===== src/rtl/cpu_pkg.sv =====
// Shared CPU definitions: opcodes, NOP encoding and IF/ID stall-FSM state encoding.
package cpu_pkg;

    localparam logic [5:0] OP_RTYPE = 6'h00;
    localparam logic [5:0] OP_BEQ   = 6'h04;
    localparam logic [5:0] OP_BNE   = 6'h05;
    localparam logic [5:0] OP_LW    = 6'h23;
    localparam logic [5:0] OP_SW    = 6'h2B;

    localparam logic [31:0] NOP_INST = 32'h0000_0000;

    localparam logic [0:0] ST_RUN   = 1'b0;
    localparam logic [0:0] ST_STALL = 1'b1;

    // Opcodes that read rt as a source operand (lw only writes it).
    function automatic logic uses_rt(input logic [5:0] op);
        logic r;
        r = 1'b0;
        case (op)
            OP_RTYPE, OP_BEQ, OP_BNE, OP_SW: r = 1'b1;
            default:                         r = 1'b0;
        endcase
        return r;
    endfunction

endpackage


===== src/rtl/if_id_stage_hazard_detect.sv =====
// Combinational load-use detector comparing the decode-stage sources against
// the destination of a load sitting in ID/EX.
module hazard_detect
    import cpu_pkg::*;
(
    input  logic [31:0] id_inst,
    input  logic        id_valid,
    input  logic        ex_mem_read,
    input  logic [4:0]  ex_rt,
    output logic        load_use
);

    logic [5:0] op;
    logic [4:0] rs;
    logic [4:0] rt;
    logic       unused_imm;

    assign op         = id_inst[31:26];
    assign rs         = id_inst[25:21];
    assign rt         = id_inst[20:16];
    assign unused_imm = ^id_inst[15:0];

    // $0 is hardwired, so a load into it can never create a dependency.
    assign load_use = id_valid & ex_mem_read & (ex_rt != 5'd0)
                    & ((ex_rt == rs) | (uses_rt(op) & (ex_rt == rt)));

endmodule


===== src/rtl/if_id_stage.sv =====
// IF/ID pipeline register with one-cycle load-use stall and flush kill.
// Optional build macro IF_ID_PERF_EN adds saturating stall/flush counters.
module if_id_stage
    import cpu_pkg::*;
#(
    parameter int PC_W   = 32,
    parameter int INST_W = 32
)(
    input  logic              clk,
    input  logic              rst_n,
    input  logic [INST_W-1:0] if_inst,
    input  logic [PC_W-1:0]   if_pc_plus4,
    input  logic              flush,
    input  logic              ex_mem_read,
    input  logic [4:0]        ex_rt,
    output logic [INST_W-1:0] id_inst,
    output logic [PC_W-1:0]   id_pc_plus4,
    output logic              id_valid,
    output logic              pc_write_en,
    output logic              bubble
`ifdef IF_ID_PERF_EN
    ,
    output logic [31:0]       stall_count,
    output logic [31:0]       flush_count
`endif
);

    logic [INST_W-1:0] inst_q, inst_d;
    logic [PC_W-1:0]   pc_q, pc_d;
    logic              valid_q, valid_d;
    logic [0:0]        state_q, state_d;
    logic              load_use;
    logic              hazard;

    hazard_detect u_hazard_detect (
        .id_inst     (inst_q),
        .id_valid    (valid_q),
        .ex_mem_read (ex_mem_read),
        .ex_rt       (ex_rt),
        .load_use    (load_use)
    );

    // A single stall per load is enough: by then the load has reached MEM.
    assign hazard      = (state_q == ST_RUN) & load_use;
    assign pc_write_en = ~(hazard & ~flush);
    assign bubble      = hazard | flush;

    always_comb begin
        inst_d  = if_inst;
        pc_d    = if_pc_plus4;
        valid_d = 1'b1;
        state_d = ST_RUN;
        if (flush) begin
            inst_d  = NOP_INST;
            pc_d    = '0;
            valid_d = 1'b0;
            state_d = ST_RUN;
        end else if (hazard) begin
            inst_d  = inst_q;
            pc_d    = pc_q;
            valid_d = valid_q;
            state_d = ST_STALL;
        end
    end

    always_ff @(posedge clk or negedge rst_n) begin
        if (!rst_n) begin
            inst_q  <= NOP_INST;
            pc_q    <= '0;
            valid_q <= 1'b0;
            state_q <= ST_RUN;
        end else begin
            inst_q  <= inst_d;
            pc_q    <= pc_d;
            valid_q <= valid_d;
            state_q <= state_d;
        end
    end

    assign id_inst     = inst_q;
    assign id_pc_plus4 = pc_q;
    assign id_valid    = valid_q;

`ifdef IF_ID_PERF_EN
    logic [31:0] stall_cnt_q;
    logic [31:0] flush_cnt_q;

    always_ff @(posedge clk or negedge rst_n) begin
        if (!rst_n) begin
            stall_cnt_q <= '0;
            flush_cnt_q <= '0;
        end else begin
            if (hazard && !flush && (stall_cnt_q != 32'hFFFF_FFFF))
                stall_cnt_q <= stall_cnt_q + 32'd1;
            if (flush && (flush_cnt_q != 32'hFFFF_FFFF))
                flush_cnt_q <= flush_cnt_q + 32'd1;
        end
    end

    assign stall_count = stall_cnt_q;
    assign flush_count = flush_cnt_q;
`endif

endmodule


===== config.mk =====
export PLATFORM = sky130hd
export DESIGN_NAME = if_id_stage
export DESIGN_NICKNAME = d
export VERILOG_FILES = /design/src/rtl/cpu_pkg.sv /design/src/rtl/if_id_stage_hazard_detect.sv /design/src/rtl/if_id_stage.sv
export SDC_FILE = /design/constraint.sdc
export NUM_CORES = 1
export LEC_CHECK = 0
export ABC_AREA = 1
export BUFFER_PORTS_ARGS = -buffer_cell sky130_fd_sc_hd__clkbuf_2
export CAP_MARGIN = 10
export CELL_PAD_IN_SITES_DETAIL_PLACEMENT = 1
export CELL_PAD_IN_SITES_GLOBAL_PLACEMENT = 2
export CORE_MARGIN = 2
export CORE_UTILIZATION = 23
export DETAILED_ROUTE_END_ITERATION = 10
export PLACE_DENSITY_LB_ADDON = 0.1
export RECOVER_POWER = 25
export SLEW_MARGIN = 30
export SYNTH_ARGS = -nofsm -noshare
export SYNTH_HDL_FRONTEND = slang
export SYNTH_SLANG_ARGS = --single-unit
export TNS_END_PERCENT = 50

===== constraint.sdc =====
create_clock -name clk -period 1.9 [get_ports clk]
set_input_delay 0.57 -clock clk [delete_from_list [all_inputs] [get_ports clk]]
set_output_delay 0.57 -clock clk [all_outputs]
set_load 0.02 [all_outputs]

==> results.cfg, run 1 <==
[clocking]
h-tree-depth = 3
clock-sinks = 66
cts_tree = built
cts_buffers = 9
clk_latency_ns = 0.34
cts_hold_buffers = 0
cts_root_buffer = clkbuf_16
cts.path.max_buffers = 2
clkTransAtPathRegs_ns = 0.06

[timing]
fin_crit_ns = 2.27
setup_ws_ns = -0.375
drv_slew = 0
fin_crit_sh_pct = 120
finalHoldViolations = 0
fmax_mhz = 440
timing.slew.headroom_pct = 35.3
skew_ns = 0.00671
setup_violations = 2
grt_setup_unrepaired = yes
tns_ns = -0.660
hold_ws_ns = 0.458
worstMarginPinSlew_ns = 0.970

[floorplanning]
die_height_um = 120
core.rowCount = 42
core_region_area_um2 = 13100
die_w_um = 120
initial_core_util_pct = 23.4
die-area_um2 = 14300
num_io_pins = 140

[global_route]
grt_start_max_net_pins = 67
grt-ovfl-total = 0
grt_antenna_before_repair = 0
grt_pass1_vias = 3312
grt_usage_pct = 15.4
grt_pass1_wl_um = 17100

[power_and_ir_drop]
powerDensity_nw_per_um2 = 849
leakagePower_nw = 2.46
p_total_mw = 3.76
max-vdd-ir-drop_mv = 0.429

[drt]
postRouteAntennaNets = 0
wl_met3_um = 551
firstDrtPassIters = 4
num_vias = 3156
wire_per_inst_um = 15.8
drc = 0
drt_iter0_drc = 122
wl_met1_um = 4850
routed.top_layer = met4
routed_wirelength_um = 10800
vias_per_cell = 4.61
dr_wl_met2_um = 5300

[placed_design]
dpl_cell_area_um2 = 4070
dp.cells = 665
gp_congestion = 0.706
dpl.hpwl_um = 6960
io_buffers = 139
place_ws_ns = -0.336

[synth]
netlist_area_um2 = 3070
synth-simple-area-share_pct = 36.4
syn_inst = 357
synth_compound_area_share_pct = 0.285
synth_fa_ha_area_share_pct = 0
ys_seq_elements = 66
synth_xor_area_share_pct = 1.14
ys_seq_area_share_pct = 53.8
syn-num-nets = 430
ys_warn_count = 0
muxShareOfSynthArea_pct = 0
syn_area_per_cell_um2 = 8.60
synth_top_family_by_area = simple AND/OR/NAND/NOR gates
synth_cell_types = 15

[final_layout]
mostFrequentLayoutCell = clkbuf_2
final_cell_area_um2 = 4430
drive_gt1_share_pct = 39.0
final_util_pct = 33.7
layout_common_cells = clkbuf_2, nand2_1, nand4_1, dfrtp_1, nand3_1
layout.nets = 576
diodes = 0
finalNonFillerCells = 684
area_delta_synth_final_pct = 44.2

[setup_path]
cp.required_ns = 1.33
critPathKind = register to output port
crit_fanout = 4
path_cells = nor2_1 -> nand2_1 -> nand2_2 -> nand3_2 -> o21ai_4 -> nand2_4 -> nor2_4 -> inv_2 -> buf_6
cp.arrival_ns = 1.70
slowest_stage = dfrtp_1
slowest_delay_ns = 0.40
cp.buffers_inverters = 2
start_kind = register
cp-end-kind = output port
crit_family = simple AND/OR/NAND/NOR gates

[run_status]
violations = setup timing
run_status = complete, but fails checks

[hold_path]
hold_path.class = input port to register

[run]
maxCapViolCount = 0
## worst register-to-register path: cells and delay by family (launching register included)
kind                   cells  cell delay [ns]
buffers and inverters      2             0.52
flip-flops                 1             0.40
AO/OA/AOI/OAI              1             0.18
AND/OR/NAND/NOR            6             0.61
## cells in the mapped netlist, drive strengths merged
| master | number | area, um^2 |
|---|---|---|
| buf | 20 | 129 |
| clkbuf | 15 | 56.3 |
| dfrtp | 66 | 1650 |
| inv | 19 | 71.3 |
| nand2 | 90 | 338 |
| nand3 | 66 | 330 |
| nand4 | 66 | 413 |
| nor2 | 10 | 37.5 |
| o21ai | 1 | 8.76 |
| xnor2 | 1 | 8.76 |
| xor2 | 3 | 26.3 |
## registers in the layout, indices dropped and copies added, names as in the netlist
| signal | cells |
|---|---|
| id_inst | 32 |
| id_valid | 1 |
| state_q | 1 |
| id_pc_plus4 | 32 |
## report_power, final
part | switching, mW | internal, mW
clock | 0.623 | 1.01
combinational | 0.374 | 0.216
sequential | 0.0516 | 1.48
total | 1.05 | 2.71
## final timing paths
kind,startpoint,endpoint,slack (ns),cells after the start
max,id_inst[29],pc_write_en,-0.37,9
min,if_inst[10],id_inst[10],0.46,3
max reg2reg,id_inst[29],id_pc_plus4[18],0.13,9
min reg2reg,id_pc_plus4[1],id_pc_plus4[1],0.53,2
max in group asynchronous,rst_n,id_inst[24],0.75,2
min in group asynchronous,rst_n,id_inst[19],0.49,2
## area by class of cell
cell class / count / area, um^2
inverter: 19 / 73.8
clock buffer: 11 / 233
timing repair buffer: 170 / 997
multi-input combinational: 237 / 1200
sequential: 66 / 1650
fill: 1605 / 8710
tap: 176 / 220
clock inverter: 5 / 55.1
## metal layers
layer / GRT usage [%] / up-vias
met5: 0 / -
met4: 4.41 / 0
li1: - / 1520
met3: 4.99 / 9
met1: 18.9 / 1553
met2: 25.8 / 74
## cells by family after synthesis
logic type	count (synthesis)
compound gates	1
xor+xnor	4
buf+inv	54
flops	66
simple gates	232
## repair_timing
| action | 4_1_cts | 5_1_grt |
|---|---|---|
| setup endpoints to repair | 2 | 56 |
| resized for setup | 6 | 5 |
| buffers inserted | 1 | 2 |
| cloned | 0 | 1 |
| pin swaps | 2 | 6 |
| endpoints found under the hold margin | 0 | 0 |
(Power assumes the default switching activity.)
==> inputs of run 2 (changes only) <==
SYNTH_HIERARCHICAL = 1   (was default)
==> results.cfg, run 2 <==
[drt]
num_vias = 3210
drc = 0
postRouteAntennaNets = 0
drt_iter0_drc = 116
vias_per_cell = 4.58
firstDrtPassIters = 7
routed_wirelength_um = 11300
wire_per_inst_um = 16.2

[global_route]
grt-ovfl-total = 0
grt_pass1_wl_um = 17400
grt_util_met2_pct = 23.1
grt.busiest_layer = met2
use_met3_pct = 4.34
grt_start_max_net_pins = 67
met1_usage_pct = 20.7
grt_pass1_vias = 3295
grt_antenna_before_repair = 0
grt_usage_pct = 15.4

[floorplanning]
die_height_um = 121
die-area_um2 = 14600
initial_core_util_pct = 23.6
core_region_area_um2 = 13300
num_io_pins = 140
die_w_um = 121
core.rowCount = 42

[synth]
syn-num-nets = 442
synth_xor_area_share_pct = 0
synth-simple-area-share_pct = 37.3
muxShareOfSynthArea_pct = 0
synth_area_leaders = dfrtp_1, nand4_1, nand2_1, nand3_1, buf_2
syn_area_per_cell_um2 = 8.51
synth_edf_count = 0
synth_ff_type = dfrtp_1
netlist.area_leader.share_pct = 52.6
async_reset_ff_share_pct = 100
yosys.area.top_type = dfrtp_1
ys_seq_elements = 66
synth_cell_types = 17
ys_warn_count = 6
syn_inst = 369
synth_top_family_by_area = simple AND/OR/NAND/NOR gates
synth_common_cells = nand2_1, dfrtp_1, nand4_1
synth_fa_ha_area_share_pct = 0
ys_seq_area_share_pct = 52.6
netlist_area_um2 = 3140
synth_compound_area_share_pct = 0.558
yosysMostFrequentCell = nand2_1

[setup_path]
reg2reg_to = id_pc_plus4[20]
cp.required_ns = 1.33
r2r_cells = 12
cp-end-kind = output port
slowest_delay_ns = 0.42
crit_family = simple AND/OR/NAND/NOR gates
r2r-start = id_inst[20]
start_kind = register
cp.buffers_inverters = 3
path_cells = inv_1 -> nand2_1 -> nand2_2 -> nor2_2 -> nand2_1 -> nor2_2 -> nor2_2 -> nor2_4 -> nand2_4 -> nor2_4 -> inv_2 -> buf_8
cp_common_cell = nor2_2
slowest_stage = dfrtp_2
crit_fanout = 4
cp.arrival_ns = 1.69
critPathKind = register to output port
r2r_slack_ns = 0.09

[placed_design]
dpl.hpwl_um = 7100
io_buffers = 139
dp.cells = 678
gp_congestion = 0.765

[timing]
finalHoldViolations = 0
grt_setup_unrepaired = yes
timing.slew.headroom_pct = 35.6
drv_slew = 0
fin_crit_sh_pct = 119
worstMarginPinSlew_ns = 0.967
skew_ns = 0.00319
tns_ns = -0.650
setup_ws_ns = -0.360
fin_crit_ns = 2.26
hold_ws_ns = 0.468
fmax_mhz = 443
setup_violations = 2

[final_layout]
mostFrequentLayoutCell = clkbuf_2
layout_common_cells = clkbuf_2, nand2_1, nand4_1
drive_gt1_share_pct = 40.0
area_delta_synth_final_pct = 43.3
diodes = 0
finalNonFillerCells = 701
final_util_pct = 33.8
layout.nets = 593

[clocking]
clkTransAtPathRegs_ns = 0.05
cts_buffers = 9
cts.path.max_buffers = 2
cts_hold_buffers = 0
cts_root_buffer = clkbuf_16
clock-sinks = 66
cts_tree = built
clk_latency_ns = 0.33
h-tree-depth = 3

[run]
maxCapViolCount = 0

[power_and_ir_drop]
max-vdd-ir-drop_mv = 0.289
leakagePower_nw = 2.49
powerDensity_nw_per_um2 = 801

[hold_path]
hold_depth = 3
worst_hold_path.endpoint = id_pc_plus4[1]
hold_path.class = input port to register
hp-start = if_pc_plus4[1]

[run_status]
violations = setup timing
run_status = complete, but fails checks
==> run 2: cell types whose count changed in the layout (fill, tap and decap cells not counted), sizes merged, moves of 2 or more <==
cell and change:
inv +4, clkinvlp -2, buf +5, nand2 +8, xor2 -3, clkbuf +2
nor2 +2
==> run 2: worst max-delay path by stage <==
stage	start	endpoint	cells after the start
after floorplan	ex_rt[1]	pc_write_en	12
after global placement	ex_rt[1]	pc_write_en	10
after detailed placement	ex_rt[1]	pc_write_en	13
after CTS	id_inst[20]	pc_write_en	12
after global routing	id_inst[28]	pc_write_en	11
final	id_inst[20]	pc_write_en	12
==> run 2: layout make-up <==
| class | instances | area, um^2 |
|---|---|---|
| clock buffer | 13 | 250 |
| clock inverter | 3 | 15.0 |
| fill | 1636 | 8800 |
| inverter | 23 | 88.8 |
| multi-input combinational | 245 | 1220 |
| sequential | 66 | 1650 |
| tap | 176 | 220 |
| timing repair buffer | 175 | 1050 |
==> run 2: worst register-to-register path, cell delays in order (launching register included) <==
cell,delay (ns)
dfrtp_2,0.42
inv_1,0.05
nand2_1,0.07
nand2_2,0.05
nor2_2,0.08
nand2_1,0.07
nor2_2,0.11
nor2_2,0.05
nor2_4,0.11
buf_4,0.25
clkbuf_16,0.26
nand4_1,0.12
nand2_1,0.10
==> run 2: logic make-up after synthesis <==
group / count (synthesis)
AOI/OAI and AO/OA: 3
DFF: 66
and+or+nand+nor: 242
buffers and inverters: 58
==> run 2: metrics by stage <==
step           instance area [um^2]  power, mW  setup WS, ns
2_1_floorplan                  3150       1.83        -0.170
3_3_place_gp                   4110       2.11        -0.378
3_5_place_dp                   4110       2.11        -0.373
4_1_cts                        4410       3.67        -0.408
5_1_grt                        4500       3.79        -0.495
6_report                       4500       3.60        -0.360
==> run 2: metal layers <==
metal	vias to the layer above	wire, um
met5	-	0
met2	81	5150
li1	1565	-
met4	0	180
met1	1551	5310
met3	13	686
==> run 2: power by group <==
part	internal, mW	total, mW	switching (mW)	leakage (nW)
combinational	0.215	0.551	0.336	1.51
sequential	1.49	1.54	0.0543	0.849
clock	0.913	1.51	0.600	0.133
total	2.61	3.60	0.990	2.49
==> run 2: what timing repair did <==
| item | 4_1_cts | 5_1_grt |
|---|---|---|
| pin swaps | 2 | 4 |
| gates cloned | 0 | 2 |
| gates resized for setup | 7 | 8 |
| hold endpoints to repair | 0 | 0 |
| endpoints found under the setup margin | 3 | 67 |
| setup buffers | 2 | 4 |
==> inputs of run 3 (changes only) <==
CORE_UTILIZATION = 28   (was 23)
clock period = 2.7 ns   (was 1.9 ns; I/O delays follow)
==> results.cfg, run 3 (same netlist as run 2, synthesis figures left out) <==
[run_status]
run_status = complete, but fails checks
violations = capacitance limit, slew limit, setup timing

[timing]
fin_crit_sh_pct = 101
worstMarginPinSlew_ns = 1.69
tns_ns = -0.0189
grt_setup_unrepaired = yes
finalHoldViolations = 0
setup_violations = 1
drv_slew = 67
timing.slew.headroom_pct = -13.0
skew_ns = 0.0157
setup_ws_ns = -0.0189
fin_crit_ns = 2.72
fmax_mhz = 368

[global_route]
grt_pass1_vias = 3229
grt_pass1_wl_um = 16300
grt_usage_pct = 17.3
grt_antenna_before_repair = 0
grt-ovfl-total = 0
grt_start_max_net_pins = 130

[clocking]
cts.path.max_buffers = 2
clkTransAtPathRegs_ns = 0.07
cts_buffers = 9
clock-sinks = 66
h-tree-depth = 3
clk_latency_ns = 0.34
cts_hold_buffers = 0
cts_tree = built
cts_root_buffer = clkbuf_8

[drt]
drt_iter0_drc = 137
postRouteAntennaNets = 0
vias_per_cell = 4.87
num_vias = 3100
routed_wirelength_um = 10100
firstDrtPassIters = 4
drc = 0
wire_per_inst_um = 15.9

[floorplanning]
num_io_pins = 140
die_w_um = 110
initial_core_util_pct = 28.8
core.rowCount = 38
core_region_area_um2 = 10900
die_height_um = 110
die-area_um2 = 12100

[power_and_ir_drop]
p_switching_uw = 666
combPwrFrac_pct = 15.1
p_seq_share_pct = 45.4
leakagePower_nw = 2.33
max-vdd-ir-drop_mv = 0.208
sw_frac_of_total_pct = 27.9
clkPwrFrac_pct = 39.6
p_total_mw = 2.39
intPower_mw = 1.72
powerDensity_nw_per_um2 = 568

[setup_path]
cp-end-kind = output port
start_kind = input port
r2r_slack_ns = 0.55
crit_fanout = 3
cp.arrival_ns = 1.91
slowest_stage = nor2_2
path_cells = buf_8 -> inv_6 -> nand2_2 -> nand2_1 -> nor2_1 -> nand3_1 -> nor2_2 -> nor2_2 -> nor2_4 -> nand2_4 -> nor2_4 -> inv_2 -> buf_6
slowest_delay_ns = 0.14
cp.required_ns = 1.89
critPathKind = input port to output port

[placed_design]
io_buffers = 139
dpl.hpwl_um = 6270
gp_congestion = 0.769
place_ws_ns = -0.0902

[final_layout]
layout_common_cells = clkbuf_2, nand2_1, nand4_1, dfrtp_1, nand3_1
diodes = 0
drive_gt1_share_pct = 38.4
mostFrequentLayoutCell = clkbuf_2
area_delta_synth_final_pct = 33.8
layout.nets = 565

[run]
maxCapViolCount = 1

[hold_path]
hold_path.class = register to register
==> run 3: cell types whose count changed in the layout (fill, tap and decap cells not counted), moves of 4 or more <==
cell       delta
buf_4        -24
clkbuf_16    -11
clkbuf_8      +9
buf_6         +5
clkbuf_2      -4
nand2_1       -4
nand2_2       +4
==> run 3: critical path: cells and delay by family <==
family | cells | cell delay, ns
buf+inv | 4 | 0.29
simple gates | 9 | 0.81
==> run 3: repair_timing <==
action                                  in CTS  in global routing
resized for setup                            1                 40
pin swaps                                    0                 14
endpoints found under the setup margin       1                  2
setup buffers                                0                  2
==> run 3: cell type report <==
class                      count  area [um^2]
inverter                      23         95.1
clock buffer                  10          138
sequential                    66         1650
fill                        1327         6690
timing repair buffer         147          810
multi-input combinational    245         1240
clock inverter                 6         90.1
tap                          140          175
==> run 3: final timing paths <==
check	startpoint	to	cells after the start
setup / recovery	ex_rt[0]	pc_write_en	13
hold / removal	id_inst[4]	id_inst[4]	2
setup reg to reg	id_inst[16]	id_valid	12
hold reg to reg	id_inst[4]	id_inst[4]	2
max in group asynchronous	rst_n	id_inst[10]	2
min in group asynchronous	rst_n	id_pc_plus4[14]	2
==> run 3: power by group through the flow <==
stage	registers (mW)	clock network [mW]	logic [mW]
finish	1.08	0.945	0.359
global route	1.09	1.03	0.401
CTS	1.08	0.980	0.356
detailed placement	1.10	0	0.355
global placement	1.10	0	0.350
floorplan	1.16	0	0.122
==> run 3: routing by layer <==
layer	routed length (um)	vias up	track usage, %
li1	-	1512	-
met1	4540	1498	22.7
met2	4830	84	27.7
met3	657	6	5.75
met4	79	0	3.62
met5	0	-	0
==> run 3: through the flow <==
stage	hold slack, ns	cell area [um^2]	instances	util [%]
2_1_floorplan	0.514	3140	369	-
3_3_place_gp	0.508	3880	619	35.6
3_5_place_dp	0.510	3880	619	35.6
4_1_cts	0.482	4110	635	37.7
5_1_grt	0.555	4200	637	38.6
6_report	0.522	4200	637	38.6
